## config.mk

```make
export PLATFORM = sky130hd
export DESIGN_NAME = mem_narrow_port_arb_flat
export DESIGN_NICKNAME = d
export VERILOG_FILES = /design/src/rtl/mem_narrow_port_arb_if.sv /design/src/rtl/mem_narrow_port_arb.sv /design/src/flat_wrapper.sv
export SDC_FILE = /design/constraint.sdc
export NUM_CORES = 1
export LEC_CHECK = 0
export BUFFER_PORTS_ARGS = -buffer_cell sky130_fd_sc_hd__buf_2
export CAP_MARGIN = 40
export CELL_PAD_IN_SITES_DETAIL_PLACEMENT = 1
export CELL_PAD_IN_SITES_GLOBAL_PLACEMENT = 1
export CORE_MARGIN = 10
export CORE_UTILIZATION = 27
export DETAILED_ROUTE_END_ITERATION = 7
export PLACE_DENSITY = 0.78
export SLEW_MARGIN = 10
export SYNTH_ARGS = -nofsm -noshare
export SYNTH_HDL_FRONTEND = slang
export SYNTH_SLANG_ARGS = --single-unit
```

## constraint.sdc

```tcl
create_clock -name clk -period 1.7 [get_ports clk]
set_input_delay 0.425 -clock clk [delete_from_list [all_inputs] [get_ports clk]]
set_output_delay 0.425 -clock clk [all_outputs]
set_load 0.02 [all_outputs]
```

## src/rtl/mem_narrow_port_arb_if.sv

```systemverilog
// mem_narrow_port_arb_if: one requester channel of the narrow-port arbiter
//   req/wr/be/adr/len/wdata : request fields, stable while req high and gnt low
//   gnt    : one-cycle grant pulse, fields latched that cycle
//   wnext  : wdata consumed this cycle
//   rvalid : shared read data is valid for this requester
interface mem_narrow_port_arb_if #(parameter int LEN_W = 4);
    logic             req;
    logic             wr;
    logic [1:0]       be;
    logic [9:0]       adr;
    logic [LEN_W-1:0] len;
    logic [15:0]      wdata;
    logic             gnt;
    logic             wnext;
    logic             rvalid;
    modport master (output req, wr, be, adr, len, wdata, input gnt, wnext, rvalid);
    modport slave  (input req, wr, be, adr, len, wdata, output gnt, wnext, rvalid);
endinterface

```

## src/rtl/mem_narrow_port_arb.sv

```systemverilog
// mem_narrow_port_arb: round-robin two-requester burst sequencer for the 16-bit memory port
//   clk, rst_n        : clock and synchronous active-low reset
//   p0, p1            : requester channels (request fields in, gnt/wnext/rvalid out)
//   o_rdata           : read data shared by both requesters, qualified by rvalid
//   o_busy            : burst in progress
//   o_mem_en/wen/adr/wdata, i_mem_rdata : memory narrow port, 1-cycle registered read
module mem_narrow_port_arb #(
    parameter int LEN_W = 4
) (
    input  logic                 clk,
    input  logic                 rst_n,
    mem_narrow_port_arb_if.slave p0,
    mem_narrow_port_arb_if.slave p1,
    output logic [15:0]          o_rdata,
    output logic                 o_busy,
    output logic                 o_mem_en,
    output logic [1:0]           o_mem_wen,
    output logic [9:0]           o_mem_adr,
    output logic [15:0]          o_mem_wdata,
    input  logic [15:0]          i_mem_rdata
);
    typedef enum logic {IDLE, BURST} state_t;
    state_t           state, state_nx;
    logic             last, owner, wr_q, rv_q, rv_own_q, g0, g1;
    logic [1:0]       be_q;
    logic [9:0]       adr_q;
    logic [LEN_W-1:0] len_q, cnt_q;
    // grant goes to the requester that was not served last when both ask
    assign g0 = rst_n & (state == IDLE) & p0.req & (~p1.req | last);
    assign g1 = rst_n & (state == IDLE) & p1.req & (~p0.req | ~last);
    assign p0.gnt = g0;
    assign p1.gnt = g1;
    assign p0.rvalid = rv_q & ~rv_own_q;
    assign p1.rvalid = rv_q & rv_own_q;
    assign o_rdata = i_mem_rdata;
    always_ff @(posedge clk) begin
        if (!rst_n) begin
            state    <= IDLE;
            last     <= 1'b1;
            rv_q     <= 1'b0;
            rv_own_q <= 1'b0;
            owner    <= 1'b0;
            wr_q     <= 1'b0;
            be_q     <= 2'b00;
            adr_q    <= 10'd0;
            len_q    <= '0;
            cnt_q    <= '0;
        end else begin
            state    <= state_nx;
            rv_q     <= (state == BURST) & ~wr_q;
            rv_own_q <= owner;
            if (g0 | g1) begin
                owner <= g1;
                last  <= g1;
                wr_q  <= g1 ? p1.wr : p0.wr;
                be_q  <= g1 ? p1.be : p0.be;
                adr_q <= g1 ? p1.adr : p0.adr;
                len_q <= g1 ? p1.len : p0.len;
                cnt_q <= '0;
            end else if (state == BURST) begin
                adr_q <= adr_q + 10'd1;
                cnt_q <= cnt_q + LEN_W'(1);
            end
        end
    end
    always_comb begin
        state_nx    = state;
        p0.wnext    = 1'b0;
        p1.wnext    = 1'b0;
        o_busy      = 1'b0;
        o_mem_en    = 1'b0;
        o_mem_wen   = 2'b00;
        o_mem_adr   = 10'd0;
        o_mem_wdata = 16'h0;
        if (state == IDLE) begin
            state_nx = (g0 | g1) ? BURST : IDLE;
        end else begin
            state_nx    = (cnt_q == len_q) ? IDLE : BURST;
            o_busy      = 1'b1;
            o_mem_en    = 1'b1;
            o_mem_adr   = adr_q;
            o_mem_wen   = wr_q ? be_q : 2'b00;
            o_mem_wdata = wr_q ? (owner ? p1.wdata : p0.wdata) : 16'h0;
            p0.wnext    = wr_q & ~owner;
            p1.wnext    = wr_q & owner;
        end
    end
endmodule

```

## src/flat_wrapper.sv

```systemverilog
// flat-port wrapper written by rule: the top's interface ports become plain ports
module mem_narrow_port_arb_flat 
#(
    parameter int LEN_W = 4
)
  (clk, rst_n, o_rdata, o_busy, o_mem_en, o_mem_wen, o_mem_adr, o_mem_wdata, i_mem_rdata, p0_req, p0_wr, p0_be, p0_adr, p0_len, p0_wdata, p0_gnt, p0_wnext, p0_rvalid, p1_req, p1_wr, p1_be, p1_adr, p1_len, p1_wdata, p1_gnt, p1_wnext, p1_rvalid);
  mem_narrow_port_arb_if #(.LEN_W(LEN_W)) p0_i ();
  mem_narrow_port_arb_if #(.LEN_W(LEN_W)) p1_i ();
  input  logic clk;
  input  logic rst_n;
  output logic [15:0] o_rdata;
  output logic o_busy;
  output logic o_mem_en;
  output logic [1:0] o_mem_wen;
  output logic [9:0] o_mem_adr;
  output logic [15:0] o_mem_wdata;
  input  logic [15:0] i_mem_rdata;
  input wire logic [$bits(p0_i.req)-1:0] p0_req;
  input wire logic [$bits(p0_i.wr)-1:0] p0_wr;
  input wire logic [$bits(p0_i.be)-1:0] p0_be;
  input wire logic [$bits(p0_i.adr)-1:0] p0_adr;
  input wire logic [$bits(p0_i.len)-1:0] p0_len;
  input wire logic [$bits(p0_i.wdata)-1:0] p0_wdata;
  output wire logic [$bits(p0_i.gnt)-1:0] p0_gnt;
  output wire logic [$bits(p0_i.wnext)-1:0] p0_wnext;
  output wire logic [$bits(p0_i.rvalid)-1:0] p0_rvalid;
  input wire logic [$bits(p1_i.req)-1:0] p1_req;
  input wire logic [$bits(p1_i.wr)-1:0] p1_wr;
  input wire logic [$bits(p1_i.be)-1:0] p1_be;
  input wire logic [$bits(p1_i.adr)-1:0] p1_adr;
  input wire logic [$bits(p1_i.len)-1:0] p1_len;
  input wire logic [$bits(p1_i.wdata)-1:0] p1_wdata;
  output wire logic [$bits(p1_i.gnt)-1:0] p1_gnt;
  output wire logic [$bits(p1_i.wnext)-1:0] p1_wnext;
  output wire logic [$bits(p1_i.rvalid)-1:0] p1_rvalid;
  assign p0_i.req = p0_req;
  assign p0_i.wr = p0_wr;
  assign p0_i.be = p0_be;
  assign p0_i.adr = p0_adr;
  assign p0_i.len = p0_len;
  assign p0_i.wdata = p0_wdata;
  assign p0_gnt = p0_i.gnt;
  assign p0_wnext = p0_i.wnext;
  assign p0_rvalid = p0_i.rvalid;
  assign p1_i.req = p1_req;
  assign p1_i.wr = p1_wr;
  assign p1_i.be = p1_be;
  assign p1_i.adr = p1_adr;
  assign p1_i.len = p1_len;
  assign p1_i.wdata = p1_wdata;
  assign p1_gnt = p1_i.gnt;
  assign p1_wnext = p1_i.wnext;
  assign p1_rvalid = p1_i.rvalid;
  mem_narrow_port_arb #(.LEN_W(LEN_W)) u_core (.clk(clk), .rst_n(rst_n), .p0(p0_i), .p1(p1_i), .o_rdata(o_rdata), .o_busy(o_busy), .o_mem_en(o_mem_en), .o_mem_wen(o_mem_wen), .o_mem_adr(o_mem_adr), .o_mem_wdata(o_mem_wdata), .i_mem_rdata(i_mem_rdata));
endmodule
```

==> Yosys cells after proc, flatten, opt, wreduce, memory -nomap -nowiden <==
Cells that the tools add are included.
{ "totals": {"ff_bits": 26, "input_bits": 86, "out_inout_bits": 52, "wordCells": 54} }
{ "op_classes": {"n_addsub": 2, "n_eq_ne": 1, "mux": 18, "bitwise": 21, "reduce_logical": 2} }
{ "op_table": {"columns": ["cell", "count"], "rows": [
  ["16-bit two-way mux", 3],
  ["10-bit two-way mux", 4],
  ["10-bit by 1-bit adder with 10-bit output, second input constant", 1],
  ["1-bit AND", 10],
  ["1-bit inverter", 8],
  ["1-bit two-way mux", 7],
  ["2-bit two-way mux", 3],
  ["4-bit by 1-bit adder with 4-bit output, second input constant", 1],
  ["4-bit equality test", 1],
  ["4-bit two-way mux", 1],
  ["1-bit OR", 3],
  ["2-bit nonzero test", 1],
  ["2-bit OR reduction", 1]
]} }

==> Logic depth before layout (Yosys ltp) <==
{ "logic_depth": {"ltp_word": 7, "depth_mapped": 5, "depth_no_buf": 5} }

==> Least setup slack after synthesis <==
OpenSTA, ideal clock, no wires.
{ "synth_timing": {"path_type": "register -> output", "from": "register u_core.state", "to": "output port o_mem_wen[0]", "t_arrival_ns": 1.369, "required_ns": 1.275, "path_slack_ns": -0.094, "stages_incl_launch_ff": 5, "n_path_buf": 3, "cell_sequence": "dfxtp_1 > buf_4 > buf_2 > clkbuf_1 > and3_1"} }
{ "synth_via": {"elab_chain_len": 1} }
{ "synth_lines": {"columns": ["element", "line_no", "text"], "rows": [
  ["start: declaration", "mem_narrow_port_arb.sv:23", "state_t state, state_nx;"],
  ["start signal: assignment", "mem_narrow_port_arb.sv:49", "state <= state_nx;"],
  ["2-bit two-way mux", "mem_narrow_port_arb.sv:75", "if (state == IDLE) begin"],
  ["end: declaration", "flat_wrapper.sv:14", "output logic [1:0] o_mem_wen;"]
]} }
Every way passes these cells.

==> Final worst setup path <==
{ "layout_timing": {"from": "register u_core.owner", "to": "output port o_mem_wdata[9]"} }
{ "layout_via": {"elab_chain_len": 3} }
{ "layout_lines": {"columns": ["element", "line_no", "text"], "rows": [
  ["start: declaration", "mem_narrow_port_arb.sv:24", "logic last, owner, wr_q, rv_q, rv_own_q, g0, g1;"],
  ["start signal: assignment", "mem_narrow_port_arb.sv:53", "owner <= g1;"],
  ["16-bit two-way mux (2 in series)", "mem_narrow_port_arb.sv:83", "o_mem_wdata = wr_q ? (owner ? p1.wdata : p0.wdata) : 16'h0;"],
  ["16-bit two-way mux", "mem_narrow_port_arb.sv:75", null],
  ["end: declaration", "flat_wrapper.sv:16", "output logic [15:0] o_mem_wdata;"]
]} }
Every way passes these cells.

==> flow_summary.yaml <==
sta:
  hold_viol_final: 0
  max_freq_mhz: 604.6
  worstMarginPinSlew_ps: 594.2
  drv_slew: 0
  setup_viol: 0
  period_share_pct: 97.30
  layout_setup_ws_ps: 45.95
  finClkSkew_ps: 6.508
  rsz0062_at_grt: "yes"
  slew_headroom_pct: 60.12
  period_minus_slack_ps: 1654
synth:
  synth_top_cell_area_share_pct: 27.92
  synth_edf_count: 0
  syn_avg_cell_area_um2: 8.141
  yosysUniqueCellTypes: 39
  yosysWarningCount: 0
  synth_area_um2: 1864
  ys.flop_type: "dfxtp_1"
  synth_area_leaders: "dfxtp_1, mux2i_1, buf_4"
  synth_top_area_cell: "dfxtp_1"
  yosysSeqAreaShare_pct: 27.92
  syn_inst: 229
  synthesis.nets: 317
  ys_seq_elements: 26
  async_flop_share_pct: 0
global_routing:
  grt_first_pass_wirelength_um: 10600
  grt-ovfl-total: 0
  track_usage_pct: 12.27
  grt_pass1_vias: 2187
  antenna_found_initial: 0
  grt_max_degree: 18
critical_path:
  worstPathRequired_ps: 1270
  criticalPathCategory: "reg2out"
  slowest_stage: "dfxtp_4"
  crit_path_end_kind: "output pin"
  critPathMaxFanout: 5
  path_cells: "buf_6, mux2i_1, nor2_2, buf_6"
  cp_common_cell: "buf_6"
  start_kind: "flop"
  critPathArrivalTime_ps: 1230
  slowest_delay_ps: 400
  crit_buf_inv: 2
  crit_family: "flip-flops"
  cp.depth: 4
  rr_worst_depth: 5
layout:
  final_nets: 421
  synthToLayoutAreaGrowth_pct: 45.24
  drive_gt1_share_pct: 47.89
  utilization_pct: 40.07
  antennaDiodeCount: 0
placed_design:
  place_hpwl_um: 5695
  post-place-ws_ps: -9.069
  gp_congestion: 0.8422
  io_buffers: 105
cts:
  clockBufferDepth: 2
  clockRootBuffer: "clkbuf_8"
  tritoncts: "done"
  htreeDepth: 1
  cts_buffers: 3
  path_clk_slew_ps: 90
  clk_latency_ps: 270
  clock-sinks: 26
die:
  die-area_um2: 10630
  die_x_um: 103.1
  io_pins: 138
  start_util_pct: 27.59
  row_count: 30
  core_area_um2: 6756
  fp.dieH_um: 103.1
power_and_ir_drop:
  peakVddDrop_uv: 354.6
  finalPower_w: 0.001753
  power.leakage_nw: 1.264
  power_density_nw_per_um2: 647.6
routing:
  vias_per_cell: 4.913
  wl_um: 6965
  vias: 2024
  wire_per_inst_um: 16.91
  drtIter0Drc: 59
  drcViolationCount: 0
  first_pass_iters: 4
  postRouteAntennaNets: 0
worst_hold_path:
  hold_path_class: "in2reg"
  hold_depth: 3
job:
  max_cap_viol_count: 0
outcome:
  status: "finished clean"
-- synthesized netlist by cell type, types with 2 or more instances --
cell	number
nand3b_1	2
a21oi_1	5
a211oi_1	11
nand3_1	10
nor2b_1	2
nand4_1	2
and2_1	8
o21ai_1	2
nand2_1	12
ha_1	2
xnor2_1	6
nor2_1	32
o21ai_0	9
and3_1	5
nor3_1	9
xor2_1	4
inv_1	7
clkbuf_1	4
buf_2	4
dfxtp_1	26
mux2i_1	31
buf_4	19
-- routing by layer --
layer  track usage, %  routed length, µm  vias to the layer above
li1                 -                  -                      995
met1            14.28               2802                      948
met2            21.60               3537                       73
met3            3.619                580                        8
met4            2.674                 44                        0
met5                0                  0                        -
-- cell usage in the layout, fill, tap and decap left out, drive strengths merged, types with 2 or more instances in the layout --
master / n
xor2: 4
ha: 2
clkbuf: 4
and3: 5
nor3: 9
nor2: 34
xnor2: 6
nor2b: 2
inv: 7
nand2: 12
buf: 127
dfxtp: 26
nand4: 2
mux2i: 31
and2: 9
nand3b: 3
a21oi: 5
nand3: 10
a211oi: 11
o21ai: 11
-- through the flow --
stage	instances	TNS (ps)	hold slack (ps)	area (µm²)
floorplan	229	0	436.3	1901
global placement	401	0	460.6	2445
detailed placement	401	-9.069	475.9	2445
CTS	408	-1.165	437.6	2540
global route	412	-187.8	465.8	2708
finish	412	0	449.9	2708
-- tightest hold or removal path, delay by kind of cell --
| family | cells | cell delay, ps |
|---|---|---|
| AO/OA/AOI/OAI | 1 | 130 |
| buffers and inverters | 1 | 80 |
| multiplexers | 1 | 50 |
-- cell families after synthesis --
| logic type | Yosys count | synth area share [%] |
|---|---|---|
| and+or+nand+nor | 89 | 24.50 |
| AOI/OAI and AO/OA | 36 | 13.15 |
| buffers and inverters | 35 | 11.74 |
| muxes | 31 | 16.64 |
| DFF | 26 | 27.92 |
| xor gates and xnor gates | 10 | 4.698 |
| adders and majority gates | 2 | 1.342 |
-- final timing paths --
path / start / endpoint / slack [ps]
max: u_core.owner$_SDFFE_PN0P_ / o_mem_wdata[9] / 50
min: p0_len[3] / u_core.len_q[3]$_SDFFE_PN0P_ / 450
max reg2reg: u_core.adr_q[1]$_SDFFE_PN0P_ / u_core.adr_q[6]$_SDFFE_PN0P_ / 180
min reg2reg: u_core.be_q[1]$_SDFFE_PN0P_ / u_core.be_q[1]$_SDFFE_PN0P_ / 490
-- flip-flops by register name, indices dropped and copies added, names as in the netlist --
name and count:
u_core.adr_q 10, u_core.rv_own_q 1, u_core.owner 1, u_core.rv_q 1
u_core.wr_q 1, u_core.last 1, u_core.be_q 2, u_core.state 1
u_core.len_q 4, u_core.cnt_q 4
-- power breakdown --
group	total [W]	internal (W)	switching, W
clock	0.000414	0.000207	0.000206
sequential	0.000723	0.000666	0.0000567
combinational	0.000617	0.000307	0.000310
total	0.00175	0.00118	0.000573
-- layout make-up --
| cell class | count | area (µm²) |
|---|---|---|
| repair buffers | 127 | 785.8 |
| inverters | 7 | 26.28 |
| multi-input cells | 168 | 1212 |
| well taps | 80 | 100.1 |
| fillers | 859 | 4049 |
| clock buffers | 4 | 55.05 |
| flip-flops and latches | 26 | 528.0 |
-- what timing repair did --
item                                    4_1_cts  5_1_grt
pin swaps                                     0        1
gates resized for setup                       6       37
buffers inserted                              3        4
endpoints found under the setup margin       27       22
hold buffers                                  0        0
(Power assumes the default switching activity.)
